[src/rtl/muldiv_unit.sv]
// Iterative RV32M multiply/divide unit: radix-2 shift-add multiply and restoring
// divide, one bit per cycle, with a single-cycle fast path for divide corner cases.
module muldiv_unit #(
    parameter int unsigned WIDTH = 32
) (
    input  logic             clk,
    input  logic             reset,
    input  logic             start,
    input  logic             flush,
    input  logic [6:0]       Funct7,
    input  logic [2:0]       Funct3,
    input  logic [WIDTH-1:0] SrcA,
    input  logic [WIDTH-1:0] SrcB,
    output logic             busy,
    output logic             done,
    output logic [WIDTH-1:0] Result
);

    localparam int unsigned CNT_W = $clog2(WIDTH) + 1;
    localparam int unsigned W2    = 2 * WIDTH;
    localparam int unsigned W1    = WIDTH + 1;

    localparam logic [1:0] S_IDLE = 2'd0;
    localparam logic [1:0] S_RUN  = 2'd1;
    localparam logic [1:0] S_FIX  = 2'd2;

    logic [1:0]       state, state_d;
    logic [CNT_W-1:0] cnt;
    logic [2:0]       op;
    logic [WIDTH-1:0] mcand;
    logic [W2-1:0]    acc;
    logic [WIDTH:0]   rem;
    logic             neg_p, neg_r;

    logic             accept, is_div, signed_a, signed_b, sign_a, sign_b;
    logic             div0, ovf, fast;
    logic [WIDTH-1:0] abs_a, abs_b, fast_res;

    // Operand decode, magnitudes and fast-path detection on the raw inputs
    always_comb begin
        accept   = start && !flush && (state == S_IDLE) && (Funct7 == 7'b0000001);
        is_div   = Funct3[2];
        signed_a = is_div ? !Funct3[0] : (Funct3[1:0] != 2'b11);
        signed_b = is_div ? !Funct3[0] : !Funct3[1];
        sign_a   = signed_a && SrcA[WIDTH-1];
        sign_b   = signed_b && SrcB[WIDTH-1];
        abs_a    = sign_a ? WIDTH'(WIDTH'(0) - SrcA) : SrcA;
        abs_b    = sign_b ? WIDTH'(WIDTH'(0) - SrcB) : SrcB;
        div0     = is_div && (SrcB == '0);
        ovf      = is_div && !Funct3[0] && (SrcB == '1)
                   && (SrcA == {1'b1, {(WIDTH-1){1'b0}}});
        fast     = div0 || ovf;
        fast_res = '1;
        if (div0)
            fast_res = Funct3[1] ? SrcA : '1;
        else if (ovf)
            fast_res = Funct3[1] ? '0 : SrcA;
    end

    // Next-state logic
    always_comb begin
        state_d = state;
        case (state)
            S_IDLE:  if (accept && !fast) state_d = S_RUN;
            S_RUN:   if (cnt == CNT_W'(WIDTH - 1)) state_d = S_FIX;
            S_FIX:   state_d = S_IDLE;
            default: state_d = S_IDLE;
        endcase
        if (flush)
            state_d = S_IDLE;
    end

    always_ff @(posedge clk) begin
        if (reset)
            state <= S_IDLE;
        else
            state <= state_d;
    end

    logic [WIDTH:0]   mul_sum, rem_sh, rem_nx;
    logic             rem_ge;
    logic [W2-1:0]    prod;
    logic [WIDTH-1:0] quo, rmd, fix_res;

    // One iteration of either algorithm, plus final sign correction
    always_comb begin
        mul_sum = W1'(acc[W2-1:WIDTH]) + (acc[0] ? W1'(mcand) : W1'(0));
        rem_sh  = {rem[WIDTH-1:0], acc[WIDTH-1]};
        rem_ge  = rem_sh >= W1'(mcand);
        rem_nx  = rem_ge ? W1'(rem_sh - W1'(mcand)) : rem_sh;
        prod    = neg_p ? W2'(W2'(0) - acc) : acc;
        quo     = neg_p ? WIDTH'(WIDTH'(0) - acc[WIDTH-1:0]) : acc[WIDTH-1:0];
        rmd     = neg_r ? WIDTH'(WIDTH'(0) - WIDTH'(rem)) : WIDTH'(rem);
        case (op)
            3'b000:                 fix_res = prod[WIDTH-1:0];
            3'b001, 3'b010, 3'b011: fix_res = prod[W2-1:WIDTH];
            3'b100, 3'b101:         fix_res = quo;
            default:                fix_res = rmd;
        endcase
    end

    // Datapath and registered outputs
    always_ff @(posedge clk) begin
        if (reset) begin
            cnt    <= '0;
            op     <= '0;
            mcand  <= '0;
            acc    <= '0;
            rem    <= '0;
            neg_p  <= 1'b0;
            neg_r  <= 1'b0;
            busy   <= 1'b0;
            done   <= 1'b0;
            Result <= '0;
        end else begin
            done <= 1'b0;
            busy <= (state_d == S_RUN) || (state_d == S_FIX);
            case (state)
                S_IDLE: begin
                    if (accept) begin
                        op    <= Funct3;
                        cnt   <= '0;
                        rem   <= '0;
                        mcand <= is_div ? abs_b : abs_a;
                        acc   <= {WIDTH'(0), is_div ? abs_a : abs_b};
                        neg_p <= sign_a ^ sign_b;
                        neg_r <= sign_a;
                        if (fast) begin
                            Result <= fast_res;
                            done   <= 1'b1;
                        end
                    end
                end
                S_RUN: begin
                    cnt <= cnt + CNT_W'(1);
                    if (op[2]) begin
                        rem              <= rem_nx;
                        acc[WIDTH-1:0]   <= {acc[WIDTH-2:0], rem_ge};
                    end else begin
                        acc <= {mul_sum, acc[WIDTH-1:1]};
                    end
                end
                S_FIX: begin
                    if (!flush) begin
                        Result <= fix_res;
                        done   <= 1'b1;
                    end
                end
                default: ;
            endcase
        end
    end

endmodule

[config.mk]
export PLATFORM = sky130hd
export DESIGN_NAME = muldiv_unit
export DESIGN_NICKNAME = d
export VERILOG_FILES = /design/src/rtl/muldiv_unit.sv
export SDC_FILE = /design/constraint.sdc
export NUM_CORES = 1
export LEC_CHECK = 0
export CORE_UTILIZATION = 65
export DETAILED_ROUTE_END_ITERATION = 8
export PLACE_DENSITY = 0.87
export SLEW_MARGIN = 5
export SYNTH_ARGS = -nofsm -noshare
export SYNTH_HDL_FRONTEND = slang
export SYNTH_SLANG_ARGS = --single-unit
[constraint.sdc]
create_clock -name clk -period 5.5 [get_ports clk]
set_input_delay 1.65 -clock clk [delete_from_list [all_inputs] [get_ports clk]]
set_output_delay 1.65 -clock clk [all_outputs]
set_load 0.01 [all_outputs]
==> Yosys cells after proc, flatten, opt, wreduce, memory -nomap -nowiden <==
Index checks and enable logic that the tools add are counted.
{ "word_totals": {"rom_bits": 0, "ramBits": 0, "mem_count": 0, "wordCells": 106, "latch_bits": 0, "reg_bits": 175, "inputBits": 78, "out_inout_bits": 34} }
{ "classes": {"add_sub_neg": 8, "reduce_logical": 28, "div_mod_pow": 0, "order_cmp": 1, "mux": 37, "n_bitwise": 1, "multipliers": 0, "n_shift": 0, "n_eq_ne": 19} }
{ "op_table": {"columns": ["op", "n"], "rows": [
  ["$mux W32", 19],
  ["$mux W64", 2],
  ["$pmux W32 S2", 2],
  ["$pmux W64 S2", 1],
  ["$sub A1 B32 Y32 const A", 4],
  ["$pmux W32 S3", 1],
  ["$eq A32 B32 Y1 const B", 2],
  ["$sub A1 B64 Y64 const A", 1],
  ["$add A32 B32 Y33", 1],
  ["$ge A33 B32 Y1", 1],
  ["$logic_not A32 Y1", 1],
  ["$sub A32 B32 Y32", 1],
  ["$ne A2 B2 Y1 const B", 6],
  ["$pmux W6 S2", 1],
  ["$logic_and A1 B1 Y1", 10],
  ["$eq A7 B1 Y1 const B", 1],
  ["$add A6 B1 Y6 const B", 1],
  ["$eq A3 B2 Y1 const B", 2],
  ["$eq A3 B3 Y1 const B", 2],
  ["$eq A6 B5 Y1 const B", 1],
  ["$mux W2", 3],
  ["$mux W6", 1],
  ["$reduce_and A3 Y1", 2],
  ["$mux W1", 5],
  ["15 further kinds", 23]
]} }

==> Depth between registers and ports, before layout <==
{ "logic_depth": {"depth_word": 12, "depth_mapped": 13, "mapped_depth_nobuf": 12} }

==> Worst setup path after synthesis <==
Ideal clock, no wire load.
{ "synth_path": {"path_type": "input to register", "from": "in SrcA[1]", "to": "reg Result[29]", "arrival_time_ns": 3.875, "path_slack_ns": 1.498, "cell_stages": 11, "path_buffers": 1, "setup_time_ns": 0.128, "required_ns": 5.372, "cell_sequence": "inv_1 -> ha_1 -> or4b_2 -> nor4_4 -> nand2_2 -> o32ai_4 -> nand2_1 -> clkbuf_1 -> o21ai_1 -> a2bb2oi_1 -> nor2_1"} }
{ "synth_via": {"elab_chain_cells": 7, "word_cells_on_any_way": 10, "classes_between": "2 x eq/ne; 5 x mux; 3 x reduce/logical"} }
{ "synth_rtl": {"columns": ["element", "line", "rtl"], "rows": [
  ["start, declared", "12", "input logic [WIDTH-1:0] SrcA,"],
  ["$eq A32 B32 Y1 *", "51", "&& (SrcA == {1'b1, {(WIDTH-1){1'b0}}});"],
  ["$logic_and A1 B1 Y1 *", "51", null],
  ["$mux W32", "56", "else if (ovf)"],
  ["$mux W32", "54", "if (div0)"],
  ["$mux W32", "128", "if (fast) begin"],
  ["$mux W32", "120", "if (accept) begin"],
  ["$pmux W32 S2", "118", "case (state)"],
  ["end signal, assigned", "129", "Result <= fast_res;"],
  ["end signal, assigned", "145", "Result <= fix_res;"],
  ["end, declared", "16", "output logic [WIDTH-1:0] Result"]
]} }
Every way passes the cells marked *; elsewhere a longest branch is shown, timed or not. The select of a mux whose other input is x is not followed.
A chain may end at the register's enable or synchronous reset.

==> Worst setup path after layout <==
{ "layout_path": {"from": "in SrcA[0]", "to": "reg Result[3]"} }
The elaborated chain is that of the path after synthesis.

==> results by group <==
Synth
  – Synth Cell Area: 0.0164 mm^2
  – Sequential fraction of the synthesis area: 21.3%
  – Largest area contributor in the netlist: dfxtp_1
  – Synth Area in Compound Gates: 28.6%
  – Synth Area in Adders: 7.52%
  – EDFF count, synth: 0
  – Synth top area cells: dfxtp_1 (21%), ha_1 (5.3%), a21oi_1 (5.2%)
  – Largest family of logic cells by synthesized area: compound AO/OA/AOI/OAI gates
  – Main synth FF type: dfxtp_1
  – XOR/XNOR share of the synthesized area: 9.44%
  – Post-synthesis mux area share: 4.47%
  – Async SR Flop Fraction: 0%
  – Synth top area share: 21.3%
  – Syn. warnings: 0
  – Post-synthesis net count: 2,375
  – Synth Instances: 2,225
  – Flop and latch count out of synthesis: 175
  – Simple-Gate Fraction of Synth Area: 23.0%
  – Mean Syn Cell Area: 7.38 um^2
  – Yosys cell types: 100

Die
  – Die area: 0.0259 mm^2
  – Starting Density: 67.0%
  – Die Ht: 161 um
  – Core area: 0.0245 mm^2
  – Ports: 112
  – FP Rows: 57
  – Die extent in x: 161 um

Clocking
  – CTS tree: yes
  – Setup Fix Bufs, Post-CTS: 0
  – H-tree level count: 4
  – CTS Buf Count: 17
  – Number of cells upsized or downsized after cts: 0
  – Clock-pin slew on the worst setup and hold paths: 0.08 ns
  – Clock root cell: clkbuf_16
  – Worst-Skew Late Latency: 0.46 ns
  – Cts hold-fix bufs: 0
  – Clock sink count: 175
  – Max Root-Sink Buffers: 2

Setup path
  – Reg2Reg Depth: 12
  – WS Path Type: in2reg
  – Arrival time worst endpoint: 5.15 ns
  – Max stage delay on crit path: 0.65 ns
  – Crit start category: primary input
  – CP delay by family, top: simple AND/OR/NAND/NOR gates
  – Most used cell, CP: o21ai_1
  – WP data required: 5.88 ns
  – Worst Path Buf+Inv: 3
  – Slowest stage cell, crit path: or4b_2
  – Element type at the critical path end: flip-flop
  – Max Fanout on Critical Path: 15
  – Levels on crit path: 12
  – CP Cell Sequence: clkdlybuf4s50_1 > inv_1 > ha_1 > or4b_2 > nor4_4 > nand2_2 > o32ai_4 > o22a_2 > nand2_1 > inv_2 > o21ai_1 > o21ai_1

Timing
  – Unrepaired setup endpoints after global routing: no
  – Final setup viols: 0
  – Final hold slack: 0.458 ns
  – Worst Max-Slew Pin Slew: 1.50 ns
  – Post-route setup TNS: 0 ns
  – Fin. max-slew vios: 4
  – Setup Skew: 0.0223 ns
  – Slew margin rel.: -1.70%
  – Fin crit share: 86.7%
  – Fmax achieved: 210 MHz
  – Tmin final: 4.77 ns
  – Fin. Hold Viols: 0

Placed design
  – DP HPWL: 48,600 um
  – GP Congestion: 1.06
  – Placement Cell Area: 0.0176 mm^2
  – PortBufs: 111

Drt
  – DR iter-0 viols: 3,187
  – TritonRoute pass-1 iters: 6
  – Final wirelength: 64,500 um
  – DR vias/cell: 7.26
  – Wire per inst: 25.1 um
  – Via count: 18.7k
  – Post-route ant nets: 0
  – Remaining DRCs: 0

Power
  – Final Power: 2.98 mW
  – VDD IR-drop max: 0.186 mV
  – Power per cell area: 163 mW/mm^2
  – Pleak: 7.10 nW

Final layout
  – Post-layout util: 74.3%
  – Nets: 2,381
  – Multi-input logic area: 0.0120 mm^2
  – Post-Layout Inst Area: 0.0182 mm^2
  – Area growth syn-to-layout: 11.0%
  – Register area: 0.00351 mm^2
  – Layout cells sized above 1: 6.60%
  – Filler cells: 1,972

Min path
  – HP Class: reg2reg
  – Hold depth: 2

Global routing
  – Vias in the first global route: 16.8k
  – Gr ovfl total: 0
  – First-pass GRT wire length: 97,600 um
  – Antenna violations before repair: 0
  – Largest net degree at the start of global routing: 54
  – Gr usage total: 48.7%

Flow run
  – Max-cap viol count: 1

Outcome
  – Status: finished, violations left
  – Failing checks: max-capacitance violations, max-slew violations
[flip-flops by register name, indices dropped and copies added (netlist names)]
register	count
acc	64
Result	32
mcand	32
rem	32
cnt	6
op	3
state	2
busy	1
done	1
neg_p	1
neg_r	1
[cells in the mapped netlist, types with 22 or more instances]
cell / n
nor2_1: 210
nand2_1: 193
dfxtp_1: 175
a21oi_1: 171
o21ai_0: 148
clkbuf_1: 131
xor2_1: 91
xnor2_1: 86
ha_1: 70
inv_1: 70
nand3_1: 69
nor3_1: 62
a211oi_1: 61
mux2i_1: 61
nand4_1: 33
maj3_1: 32
a21o_1: 30
a31oi_1: 28
nor4_1: 28
o211ai_1: 28
or3_1: 28
o31ai_1: 24
nor2b_1: 22
o21ai_1: 22
[worst register-to-register path: cells and delay by family, from the launching register on]
family	cells	cell delay, ns
AOI/OAI and AO/OA	7	2.41
DFF	1	0.49
and+or+nand+nor	1	0.49
adders and majority gates	1	0.39
buffers and inverters	2	0.32
xor gates and xnor gates	1	0.12
[kinds of logic after synthesis]
| group | count (synthesis) |
|---|---|
| AOI/OAI and AO/OA | 704 |
| adders and majority gates | 104 |
| xor gates and xnor gates | 177 |
| and+or+nand+nor | 759 |
| buffers and inverters | 234 |
| DFF | 175 |
| muxes | 72 |
[layer usage]
layer  vias to the layer above  wire length (um)  track usage (%)
met4                         0              3990             25.1
met5                         -                 0                0
met2                      1472             27200             73.3
met1                      8664             24300             63.1
li1                       8230                 -                -
met3                       297              9070             14.2
[layout make-up]
class | count | share of cell area, %
tap | 324 | 2.22
multi-input combinational | 1816 | 66.0
inverter | 74 | 1.52
sequential | 175 | 19.2
clock buffer | 17 | 2.33
antenna | 1 | 0.0137
timing repair buffer | 147 | 7.53
clock inverter | 15 | 1.19
[metrics by stage]
| stage | setup slack [ns] | std cells |
|---|---|---|
| detailed placement | 0.344 | 2536 |
| global placement | 0.448 | 2536 |
| CTS | 0.794 | 2568 |
| global route | 0.559 | 2568 |
| finish | 0.731 | 2569 |
| floorplan | 1.50 | 2225 |
[placed cells by master (no fill, tap or decap), types with 70 or more instances in the layout]
cell             netlist  routed
nor2_1               210     209
nand2_1              193     193
dfxtp_1              175     173
a21oi_1              171     171
o21ai_0              148     147
clkdlybuf4s50_1        0     109
xor2_1                91      91
xnor2_1               86      86
inv_1                 70      70
ha_1                  70      70
[final timing paths]
check | start | endpoint | slack (ns)
setup / recovery | SrcA[0] | Result[3] | 0.73
hold / removal | mcand[19] | mcand[19] | 0.46
setup reg to reg | acc[0] | acc[61] | 1.18
hold reg to reg | mcand[19] | mcand[19] | 0.46
[where the power goes]
part / internal [mW] / switching (mW) / leakage [nW] / total (mW)
Sequential: 1.27 / 0.00163 / 1.41 / 1.27
Clock: 0.668 / 0.673 / 0.309 / 1.34
Combinational: 0.134 / 0.236 / 5.39 / 0.370
Total: 2.07 / 0.911 / 7.10 / 2.98
(Power assumes the default switching activity.)
